--- src/rtl/packet_rr_arbiter.sv ---
// packet_rr_arbiter
//   Packet-granular round-robin arbiter for one output port of a stream switch.
//   A source requests this port when it is valid and its destination equals
//   PORT_IDX. One winner is picked per packet (one cycle of arbitration
//   latency). The grant stays locked until that source's last beat transfers,
//   and is then released for exactly one IDLE cycle.
//
//   Optional feature macro: ARB_TIMEOUT_EN
//     When defined, a stall counter force-releases a lock whose granted source
//     has held valid low for TIMEOUT_CYCLES locked cycles. timeout_o pulses
//     for one cycle on that release. When undefined, timeout_o is tied low.
//
// Ports
//   clk_i          clock, all state on rising edge
//   rst_in         asynchronous active-low reset
//   s_valid_i      per-source valid           [S_DATA_COUNT]
//   s_dest_i       per-source destination     [DW] x S_DATA_COUNT (unpacked)
//   s_last_i       per-source end-of-packet   [S_DATA_COUNT]
//   m_ready_i      ready of output PORT_IDX
//   grant_o        index of the locked source [IW]
//   grant_valid_o  grant_o is locked, safe to steer the datapath
//   timeout_o      one-cycle pulse on forced release

// Per-source request decode: source wants this port.
module packet_rr_req_dec #(
  parameter int DW       = 2,
  parameter int PORT_IDX = 0
) (
  input  logic          valid_i,
  input  logic [DW-1:0] dest_i,
  output logic          req_o
);
  assign req_o = valid_i && (dest_i == DW'(PORT_IDX));
endmodule

module packet_rr_arbiter #(
  parameter  int S_DATA_COUNT   = 2,
  parameter  int M_DATA_COUNT   = 3,
  parameter  int PORT_IDX       = 0,
  parameter  int TIMEOUT_CYCLES = 16,
  localparam int DW = (M_DATA_COUNT > 1) ? $clog2(M_DATA_COUNT) : 1,
  localparam int IW = (S_DATA_COUNT > 1) ? $clog2(S_DATA_COUNT) : 1
) (
  input  logic                    clk_i,
  input  logic                    rst_in,
  input  logic [S_DATA_COUNT-1:0] s_valid_i,
  input  logic [DW-1:0]           s_dest_i [S_DATA_COUNT],
  input  logic [S_DATA_COUNT-1:0] s_last_i,
  input  logic                    m_ready_i,
  output logic [IW-1:0]           grant_o,
  output logic                    grant_valid_o,
  output logic                    timeout_o
);

  typedef enum logic {IDLE = 1'b0, LOCKED = 1'b1} state_e;

  state_e                  state_q, state_d;
  logic [IW-1:0]           grant_q, grant_d;
  logic [IW-1:0]           ptr_q, ptr_d;
  logic [S_DATA_COUNT-1:0] req;
  logic [IW-1:0]           winner;
  logic                    xfer;

  // ---------------------------------------------------------------------------
  // Request decode, one instance per source
  // ---------------------------------------------------------------------------
  for (genvar i = 0; i < S_DATA_COUNT; i++) begin : g_req
    packet_rr_req_dec #(.DW(DW), .PORT_IDX(PORT_IDX)) u_dec (
      .valid_i (s_valid_i[i]),
      .dest_i  (s_dest_i[i]),
      .req_o   (req[i])
    );
  end

  // ---------------------------------------------------------------------------
  // Round-robin pick: first request strictly after ptr, wrapping. ptr itself
  // is searched last so the previous owner has lowest priority.
  // ---------------------------------------------------------------------------
  always_comb begin
    logic          found;
    int            idx;
    logic [IW-1:0] idx_w;
    winner = '0;
    found  = 1'b0;
    idx    = 0;
    idx_w  = '0;
    for (int off = 1; off <= S_DATA_COUNT; off++) begin
      idx   = (int'(ptr_q) + off) % S_DATA_COUNT;
      idx_w = IW'(idx);
      if (!found && req[idx_w]) begin
        found  = 1'b1;
        winner = idx_w;
      end
    end
  end

  assign xfer = (state_q == LOCKED) && s_valid_i[grant_q] && m_ready_i;

`ifdef ARB_TIMEOUT_EN
  localparam int CW = $clog2(TIMEOUT_CYCLES + 1);
  logic [CW-1:0] stall_cnt_q, stall_cnt_d;
  logic          timeout_q, timeout_d;
`endif

  // ---------------------------------------------------------------------------
  // FSM next state
  // ---------------------------------------------------------------------------
  always_comb begin
    state_d = state_q;
    grant_d = grant_q;
    ptr_d   = ptr_q;
`ifdef ARB_TIMEOUT_EN
    stall_cnt_d = '0;
    timeout_d   = 1'b0;
`endif
    unique case (state_q)
      IDLE: begin
        if (|req) begin
          grant_d = winner;
          state_d = LOCKED;
        end
      end
      LOCKED: begin
`ifdef ARB_TIMEOUT_EN
        stall_cnt_d = stall_cnt_q;
`endif
        if (xfer) begin
`ifdef ARB_TIMEOUT_EN
          stall_cnt_d = '0;
`endif
          if (s_last_i[grant_q]) begin
            state_d = IDLE;
            ptr_d   = grant_q;
          end
        end
`ifdef ARB_TIMEOUT_EN
        else if (!s_valid_i[grant_q]) begin
          // This stalled cycle is the TIMEOUT_CYCLES-th: release now.
          if (stall_cnt_q == CW'(TIMEOUT_CYCLES - 1)) begin
            state_d     = IDLE;
            ptr_d       = grant_q;
            timeout_d   = 1'b1;
            stall_cnt_d = '0;
          end else begin
            stall_cnt_d = stall_cnt_q + CW'(1);
          end
        end
`endif
      end
      default: state_d = IDLE;
    endcase
  end

  // ---------------------------------------------------------------------------
  // State registers
  // ---------------------------------------------------------------------------
  always_ff @(posedge clk_i or negedge rst_in) begin
    if (!rst_in) begin
      state_q <= IDLE;
      grant_q <= '0;
      ptr_q   <= IW'(S_DATA_COUNT - 1);   // source 0 wins first
    end else begin
      state_q <= state_d;
      grant_q <= grant_d;
      ptr_q   <= ptr_d;
    end
  end

`ifdef ARB_TIMEOUT_EN
  always_ff @(posedge clk_i or negedge rst_in) begin
    if (!rst_in) begin
      stall_cnt_q <= '0;
      timeout_q   <= 1'b0;
    end else begin
      stall_cnt_q <= stall_cnt_d;
      timeout_q   <= timeout_d;
    end
  end
  assign timeout_o = timeout_q;
`else
  assign timeout_o = 1'b0;
`endif

  assign grant_o       = grant_q;
  assign grant_valid_o = (state_q == LOCKED);

endmodule
--- config.mk ---
export PLATFORM = sky130hd
export DESIGN_NAME = packet_rr_arbiter
export DESIGN_NICKNAME = d
export VERILOG_FILES = /design/src/rtl/packet_rr_arbiter.sv
export SDC_FILE = /design/constraint.sdc
export NUM_CORES = 1
export LEC_CHECK = 0
export BUFFER_PORTS_ARGS = -buffer_cell sky130_fd_sc_hd__buf_2
export CORE_AREA = 2 2 39 41
export DETAILED_ROUTE_END_ITERATION = 12
export DIE_AREA = 0 0 41 43
export PLACE_DENSITY = 0.43
export SLEW_MARGIN = 20
export SYNTH_ARGS = -nofsm -noshare
export SYNTH_HDL_FRONTEND = slang
export SYNTH_SLANG_ARGS = --single-unit
--- constraint.sdc ---
create_clock -name clk_i -period 1.7 [get_ports clk_i]
set_clock_uncertainty 0.05 [all_clocks]
set_input_delay 0.255 -clock clk_i [delete_from_list [all_inputs] [get_ports clk_i]]
set_output_delay 0.255 -clock clk_i [all_outputs]
set_load 0.05 [all_outputs]
==> flow_metrics.py, run 1 <==
metrics = {
    "die": {
        "start_util_pct": 13.0,
        "die_h_um": 43,
        "die_w_um": 41,
        "core_area_sq_mm": 0.00138,
        "ioPinCount": 14,
        "rows": 14,
        "dieArea_sq_mm": 0.00176,
    },
    "worst_setup_path": {
        "cp-start-kind": "register",
        "r2r_end": "grant_o$_DFFE_PN0P_",
        "path_cells": "buf_2",
        "crit_path_max_incr_delay_ns": 0.43,
        "critPathSlowestCell": "dfrtp_1",
        "cp_max_fo": 7,
        "arrival_ns": 0.96,
        "cp_data_required_time_ns": 1.39,
        "r2r_slack_ns": 0.64,
        "crit_cells": 1,
        "worst_path_dominant_cell_family": "flip-flops",
        "crit_type": "register to primary output",
        "r2r-start": "ptr_q$_DFFE_PN1P_",
        "reg2reg_depth": 2,
        "end_kind": "primary output",
        "crit_buf_inv": 1,
    },
    "power_and_ir_drop": {
        "leakage_nw": 0.138,
        "p_per_area_mw_per_mm2": 1580,
        "ir_drop_mv": 0.508,
        "power_w": 0.000458,
    },
    "yosys": {
        "synth_area_sq_um": 180,
        "async_flop_share_pct": 100,
        "syn_inst": 20,
        "synth-main-ff-cell": "dfrtp_1",
        "synth_fp_nets": 31,
        "yosysTopAreaCell": "dfrtp_1",
        "yosysWarningCount": 0,
        "ys_types": 16,
        "synthDominantCellAreaShare_pct": 27.8,
        "synthTopCellsByArea": "dfrtp_1 28%, dfstp_2 15%, a41o_2 6.3%",
        "synth_area_per_cell_sq_um": 9.01,
        "synth_common_cells": "3 x nor2_1, 2 x dfrtp_1, 2 x nand2_1",
        "ys_seq_elements": 3,
        "yosysMostFrequentCell": "nor2_1",
        "synth_edf_count": 0,
        "ys_seq_area_share_pct": 42.4,
    },
    "run_status": {
        "outcome": "complete, no violations",
    },
    "sta": {
        "hold_ws_ns": 0.294,
        "hold_violations": 0,
        "setup_tns_ns": 0,
        "maxSlewViolCount": 0,
        "rsz0062_at_grt": "no",
        "layout_min_cycle_time_ns": 1.27,
        "min_period_over_period_pct": 74.5,
        "setup_slack_ns": 0.433,
        "setup_violations": 0,
        "max_freq_mhz": 789,
    },
    "final_layout": {
        "syn_to_final_growth_pct": 60.4,
        "nets": 48,
        "register_area_sq_um": 76.3,
        "multi_input_area_sq_um": 92.6,
        "layout-drive-gt1-share_pct": 50.0,
        "antenna_cells": 0,
        "fillers": 154,
        "final_area_sq_um": 289,
    },
    "route": {
        "wirelength_um": 484,
        "viasPerCell": 3.87,
        "drt_pass1_iterations": 4,
        "dr.first_iter.drc_count": 4,
        "postRouteAntennaNets": 0,
        "routedWlPerCell_um": 9.31,
        "vias": 201,
        "drc": 0,
    },
    "global_routing": {
        "grt_max_degree": 8,
        "grt_pass1_vias": 183,
        "antenna_found_initial": 0,
        "grt_pass1_wl_um": 662,
        "gr-total-overflow": 0,
        "grt_use_total_pct": 5.94,
    },
    "clock_tree": {
        "cts_root_buffer": "clkbuf_4",
        "clock_sinks": 3,
        "clock_latency_ns": 0.23,
        "cts.clk_slew.worst_paths_ns": 0.04,
        "cts_htree_levels": 1,
        "tritoncts": "built",
        "clock_path_buffers": 2,
        "cts_setup_buffers": 0,
        "cts_buffers": 3,
    },
    "hold_path": {
        "hold_class": "input pin to asynchronous set/reset pin",
    },
    "placement": {
        "dp_slack_ns": 0.560,
        "port_buffers": 12,
        "place_area_sq_um": 253,
        "routabilityCongestion": 0.602,
    },
    "run": {
        "maxCapViolations": 0,
    },
}
[routing by layer]
metal  share of wire, %  GRT usage [%]  vias up  wire length (um)
li1                   -              -      104                 -
met1                 45           7.77       82               217
met2                 35           6.56       15               171
met3                 20           2.62        0                95
met4                  0           6.00        0                 0
met5                  0              0        -                 0
[per-stage QoR]
stage | std cells | utilization, %
floorplan | 20 | -
global placement | 47 | 18.3
detailed placement | 47 | 18.3
CTS | 52 | 20.9
global route | 52 | 20.9
finish | 52 | 20.9
[layout make-up]
cell class	count	share of cell area, %
clock buffer	4	9.09
inverter	1	1.30
tap	16	6.93
sequential	3	26.4
timing repair buffer	13	24.2
multi-input combinational	15	32.0
[repair_timing]
action | in CTS | in global routing
endpoints found under the hold margin | 3 | 0
endpoints found under the setup margin | 0 | 0
hold buffers | 1 | 0
resized for setup | 0 | 0
[kinds of logic after synthesis]
group	after synthesis	share of synthesized area, %
AO/OA/AOI/OAI	5	23.6
buffers and inverters	2	6.25
flip-flops	3	42.4
other	1	2.08
AND/OR/NAND/NOR	9	25.7
[cells in the final DEF, fill, tap and decap left out]
cell type	synthesis	final
nand3b_1	1	1
a21oi_1	1	1
nand2_1	2	2
conb_1	1	1
nor2_1	3	3
nand4_1	1	1
a41o_2	1	1
nand3_1	1	1
clkbuf_1	0	1
or3b_1	1	1
buf_2	0	12
dfstp_2	1	1
clkbuf_4	0	3
dlygate4sd3_1	0	1
a31oi_1	1	1
inv_1	1	1
dfrtp_1	2	2
o32a_2	1	1
a22o_1	1	1
[state kept, by name (all words and copies together), names as in the netlist]
signal and cells:
ptr_q 1, grant_o 1, grant_valid_o 1
[how the worst max path moves through the flow]
stage / end / slack (ns) / startpoint
after detailed placement: grant_o$_DFFE_PN0P_ / 0.56 / s_dest_i[1]
after floorplan: ptr_q$_DFFE_PN1P_ / 0.45 / grant_valid_o$_DFF_PN0_
after global placement: grant_valid_o$_DFF_PN0_ / 0.55 / s_dest_i[1]
final: grant_valid_o / 0.43 / grant_valid_o$_DFF_PN0_
after global routing: grant_valid_o / 0.38 / grant_valid_o$_DFF_PN0_
after CTS: grant_valid_o / 0.42 / grant_valid_o$_DFF_PN0_
[report_power, final]
| group | internal (W) | total [W] | switching, W |
|---|---|---|---|
| clock | 0.0000879 | 0.000123 | 0.0000354 |
| sequential | 0.000110 | 0.000150 | 0.0000398 |
| combinational | 0.0000639 | 0.000185 | 0.000121 |
No activity file was read; power rests on OpenSTA's default activity.
==> run 2: changes to the inputs <==
PLACE_DENSITY = 0.44   (was 0.43)
clock period = 1.1 ns   (was 1.7 ns; I/O delays follow)
==> run 2 against run 1 <==
  * Via count increased by 3.0%
  * Power rose by 70%
  * Hold slack got worse by 0.098 ns
  * Utilization rose by 1.5 points
  * Combinational power is 86% higher
  * Routed wire length is 7.2% higher
  * Sequential share of layout area down 1.0 points
  * Register-to-register slack got worse by 0.63 ns
  * Count of clock-buffer cells in the layout stayed put
  * Sequential power rose by 65%
  * Clock power increased by 54%
  * First-iteration DRC count down 50%
  * Largest power group unchanged
==> flow_metrics.py, run 2 (synthesis gave the netlist of run 1 again) <==
metrics = {
    "run_status": {
        "outcome": "complete, no violations",
    },
    "die": {
        "dieArea_sq_mm": 0.00176,
        "die_h_um": 43,
        "die_w_um": 41,
        "rows": 14,
        "ioPinCount": 14,
        "start_util_pct": 13.0,
        "core_area_sq_mm": 0.00138,
    },
    "global_routing": {
        "grt_pass1_vias": 182,
        "grt_max_degree": 8,
        "gr-total-overflow": 0,
        "antenna_found_initial": 0,
        "grt_use_total_pct": 6.24,
        "grt_pass1_wl_um": 676,
    },
    "worst_setup_path": {
        "critPathSlowestCell": "dfstp_2",
        "crit_type": "register to register",
        "cp_data_required_time_ns": 1.16,
        "arrival_ns": 1.15,
        "cp-start-kind": "register",
        "r2r-start": "ptr_q$_DFFE_PN1P_",
        "end_kind": "register",
        "reg2reg_depth": 2,
        "r2r_end": "grant_o$_DFFE_PN0P_",
        "cp_max_fo": 2,
        "crit_path_max_incr_delay_ns": 0.52,
        "r2r_slack_ns": 0.006,
        "path_cells": "nor2_2, o32a_2",
    },
    "power_and_ir_drop": {
        "p_per_area_mw_per_mm2": 2510,
        "ir_drop_mv": 0.837,
        "power_w": 0.000780,
        "leakage_nw": 0.144,
    },
    "placement": {
        "port_buffers": 12,
        "dp_slack_ns": -0.0111,
        "routabilityCongestion": 0.611,
    },
    "clock_tree": {
        "clock_sinks": 3,
        "cts_buffers": 3,
        "cts_root_buffer": "clkbuf_4",
        "cts_htree_levels": 1,
        "tritoncts": "built",
        "cts.clk_slew.worst_paths_ns": 0.04,
        "clock_path_buffers": 2,
        "clock_latency_ns": 0.23,
    },
    "final_layout": {
        "fillers": 156,
        "syn_to_final_growth_pct": 72.2,
        "final_cell_mix": "10 x buf_2, 3 x clkbuf_4",
        "nets": 49,
        "antenna_cells": 0,
        "layout-drive-gt1-share_pct": 59.5,
        "layout_commonest_cell": "buf_2",
    },
    "sta": {
        "layout_min_cycle_time_ns": 1.09,
        "setup_violations": 0,
        "setup_tns_ns": 0,
        "min_period_over_period_pct": 99.5,
        "setup_slack_ns": 0.00581,
        "max_freq_mhz": 914,
        "rsz0062_at_grt": "yes",
        "maxSlewViolCount": 0,
        "hold_violations": 0,
    },
    "hold_path": {
        "hold_class": "input pin to asynchronous set/reset pin",
    },
    "route": {
        "viasPerCell": 3.91,
        "wirelength_um": 519,
        "routedWlPerCell_um": 9.79,
        "drc": 0,
        "dr.first_iter.drc_count": 2,
        "vias": 207,
        "drt_pass1_iterations": 2,
        "postRouteAntennaNets": 0,
    },
    "run": {
        "maxCapViolations": 0,
    },
}
run 2: cell types whose count changed in the layout (fill, tap and decap cells not counted), moves of 2 or more:
cell,before,now
dfrtp_1,2,0
buf_4,0,2
dfrtp_2,0,2
buf_2,12,10
run 2: layout make-up:
cell class              instances  area (sq um)  share of cell area [%]
well taps                      16          20.0                    6.45
multi-input cells              15          95.1                    30.6
inverters                       1          3.75                    1.21
flip-flops and latches          3          78.8                    25.4
clock buffers                   4          26.3                    8.47
repair buffers                 14          86.3                    27.8
run 2: worst max path at each step:
stage / from / end / slack (ns)
final: ptr_q$_DFFE_PN1P_ / grant_o$_DFFE_PN0P_ / 0.006
after detailed placement: ptr_q$_DFFE_PN1P_ / grant_o$_DFFE_PN0P_ / -0.01
after global routing: ptr_q$_DFFE_PN1P_ / grant_o$_DFFE_PN0P_ / -0.008
after global placement: s_valid_i[1] / grant_o$_DFFE_PN0P_ / 0.01
after CTS: ptr_q$_DFFE_PN1P_ / grant_o$_DFFE_PN0P_ / 0.003
after floorplan: grant_valid_o$_DFF_PN0_ / ptr_q$_DFFE_PN1P_ / -0.03
run 2: where the power goes:
group / internal [W] / total [W] / switching (W)
clock network: 0.000136 / 0.000190 / 0.0000540
registers: 0.000178 / 0.000247 / 0.0000693
logic: 0.000147 / 0.000344 / 0.000197
total: 0.000460 / 0.000780 / 0.000320
run 2: metrics by stage:
step / utilization (%) / hold slack (ns) / cell area (sq um) / std cells
2_1_floorplan: - / -0.181 / 183 / 20
3_3_place_gp: 19.0 / -0.0830 / 263 / 48
3_5_place_dp: 19.0 / -0.0845 / 263 / 48
4_1_cts: 22.2 / 0.191 / 308 / 53
5_1_grt: 22.4 / 0.203 / 310 / 53
6_report: 22.4 / 0.195 / 310 / 53
run 2: timing repair:
item | 4_1_cts | 5_1_grt
gates resized for setup | 3 | 1
hold buffers | 1 | 0
setup endpoints to repair | 3 | 2
endpoints found under the hold margin | 3 | 0
pin swaps | 1 | 0
buffers inserted | 0 | 0
run 2: routing by layer:
layer / track usage [%] / part of all wire (%) / wire length (um)
met1: 8.09 / 46 / 237
met2: 6.88 / 40 / 210
met3: 1.57 / 14 / 71
met4: 8.00 / 0 / 0
met5: 0 / 0 / 0
run 2: worst max-delay path, delay by kind of cell (launching register included):
| kind | cells | cell delay [ns] |
|---|---|---|
| AOI/OAI and AO/OA | 1 | 0.36 |
| and+or+nand+nor | 1 | 0.04 |
| DFF | 1 | 0.52 |
==> run 3: changes to the inputs <==
SETUP_SLACK_MARGIN = 0.05   (was unset)
==> run 3 against run 2 <==
  * Sequential power increased by 4%
  * Sequential cell count unchanged
  * Critical endpoint unchanged
  * Final cell count is 1.9% higher
  * Via count increased by 3.9%
  * Global-route usage up 1.9 points
  * Power grew 6.2%
  * Routed wire length rose by 5.4%
  * Die area is the same
  * Combinational power up 11%
==> flow_metrics.py, run 3 (synthesis gave the netlist of run 1 again) <==
metrics = {
    "run_status": {
        "outcome": "complete, no violations",
    },
    "power_and_ir_drop": {
        "p_seq_share_pct": 30.9,
        "clkPwrFrac_pct": 23.1,
        "ir_drop_mv": 0.864,
        "switchingPower_w": 0.000331,
        "internal_power_w": 0.000497,
        "leakage_nw": 0.153,
        "p_comb_share_pct": 46.0,
        "swShare_pct": 40.0,
        "p_per_area_mw_per_mm2": 2520,
    },
    "worst_setup_path": {
        "cp-start-kind": "register",
        "end_kind": "register",
        "cp_data_required_time_ns": 1.16,
        "cp_max_fo": 2,
        "crit_type": "register to register",
        "arrival_ns": 1.12,
    },
    "final_layout": {
        "layout-drive-gt1-share_pct": 60.5,
        "layout_commonest_cell": "buf_2",
        "fillers": 168,
        "nets": 50,
        "fin_cells": 54,
        "final_area_sq_um": 329,
        "antenna_cells": 0,
        "final_cell_mix": "10 x buf_2, 3 x clkbuf_4",
        "syn_to_final_growth_pct": 82.6,
    },
    "clock_tree": {
        "cts.clk_slew.worst_paths_ns": 0.04,
        "clock_latency_ns": 0.23,
        "clock_path_buffers": 2,
        "cts_buffers": 3,
        "tritoncts": "built",
        "cts_htree_levels": 1,
        "clock_sinks": 3,
        "cts_setup_buffers": 0,
        "cts_root_buffer": "clkbuf_4",
    },
    "die": {
        "rows": 14,
        "start_util_pct": 13.0,
        "die_w_um": 41,
        "dieArea_sq_mm": 0.00176,
        "core_area_sq_mm": 0.00138,
        "ioPinCount": 14,
        "die_h_um": 43,
    },
    "route": {
        "postRouteAntennaNets": 0,
        "viasPerCell": 3.98,
        "routedWlPerCell_um": 10.1,
        "wirelength_um": 547,
        "vias": 215,
        "drc": 0,
        "drt_pass1_iterations": 2,
        "dr.first_iter.drc_count": 2,
    },
    "sta": {
        "maxSlewViolCount": 0,
        "min_period_over_period_pct": 96.7,
        "max_freq_mhz": 940,
        "rsz0062_at_grt": "yes",
        "setup_slack_ns": 0.0367,
        "hold_violations": 0,
        "setup_violations": 0,
        "layout_min_cycle_time_ns": 1.06,
    },
    "placement": {
        "port_buffers": 12,
        "dp_slack_ns": -0.00394,
        "place_area_sq_um": 270,
        "numPlacedInstances": 49,
        "routabilityCongestion": 0.647,
    },
    "hold_path": {
        "hold_class": "input pin to asynchronous set/reset pin",
    },
    "global_routing": {
        "grt_pass1_vias": 219,
        "grt_use_total_pct": 8.17,
        "grt_max_degree": 8,
        "grt_pass1_wl_um": 855,
        "gr-total-overflow": 0,
        "antenna_found_initial": 0,
    },
    "run": {
        "maxCapViolations": 0,
    },
}
## run 3: path summary, 6_finish.rpt
| check | start | cells after the start | slack (ns) | end |
|---|---|---|---|---|
| setup / recovery | ptr_q$_DFFE_PN1P_ | 2 | 0.04 | grant_o$_DFFE_PN0P_ |
| hold / removal | rst_in | 2 | 0.21 | grant_o$_DFFE_PN0P_ |
| setup reg to reg | ptr_q$_DFFE_PN1P_ | 2 | 0.04 | grant_o$_DFFE_PN0P_ |
| hold reg to reg | grant_o$_DFFE_PN0P_ | 1 | 0.54 | grant_o$_DFFE_PN0P_ |
| max in group asynchronous | rst_in | 2 | 0.60 | ptr_q$_DFFE_PN1P_ |
| min in group clk_i | s_dest_i[2] | 4 | 0.21 | grant_valid_o$_DFF_PN0_ |
## run 3: final cells by class
cell class / count / area, sq um / area share [%]
sequential: 3 / 78.8 / 24.0
inverter: 1 / 3.75 / 1.14
multi-input combinational: 15 / 95.1 / 28.9
timing repair buffer: 15 / 105 / 31.9
tap: 16 / 20.0 / 6.08
clock buffer: 4 / 26.3 / 7.98
## run 3: power by group through the flow
stage	Combinational (W)	Sequential, W	Clock (W)
after floorplan	0.0000928	0.000352	0
after global placement	0.000313	0.000238	0
after detailed placement	0.000318	0.000242	0
after CTS	0.000363	0.000249	0.000207
after global routing	0.000407	0.000270	0.000221
final	0.000381	0.000256	0.000192
## run 3: repair_timing
item	in CTS	in global routing
resized for setup	4	3
hold endpoints to repair	3	0
setup endpoints to repair	3	4
pin swaps	1	2
hold buffers	1	0
## run 3: per-layer routing
layer  global-route usage, %  part of all wire [%]
met5                       0                     0
met4                    10.0                     0
met3                    3.14                    13
met2                    9.69                    44
met1                    9.45                    43
## run 3: per-stage QoR
step	hold WS (ns)	utilization (%)	TNS (ns)	power [W]
final	0.206	23.8	0	0.000829
after global routing	0.193	23.8	-0.00704	0.000898
after CTS	0.196	23.1	0	0.000820
after detailed placement	-0.0887	19.5	-0.00394	0.000561
after global placement	-0.0850	19.5	0	0.000551
after floorplan	-0.181	-	0	0.000445
## run 3: worst max-delay path, stage by stage (launching register included)
cell and delay (ns):
dfstp_2 0.53, nor2_2 0.04, o32a_2 0.32
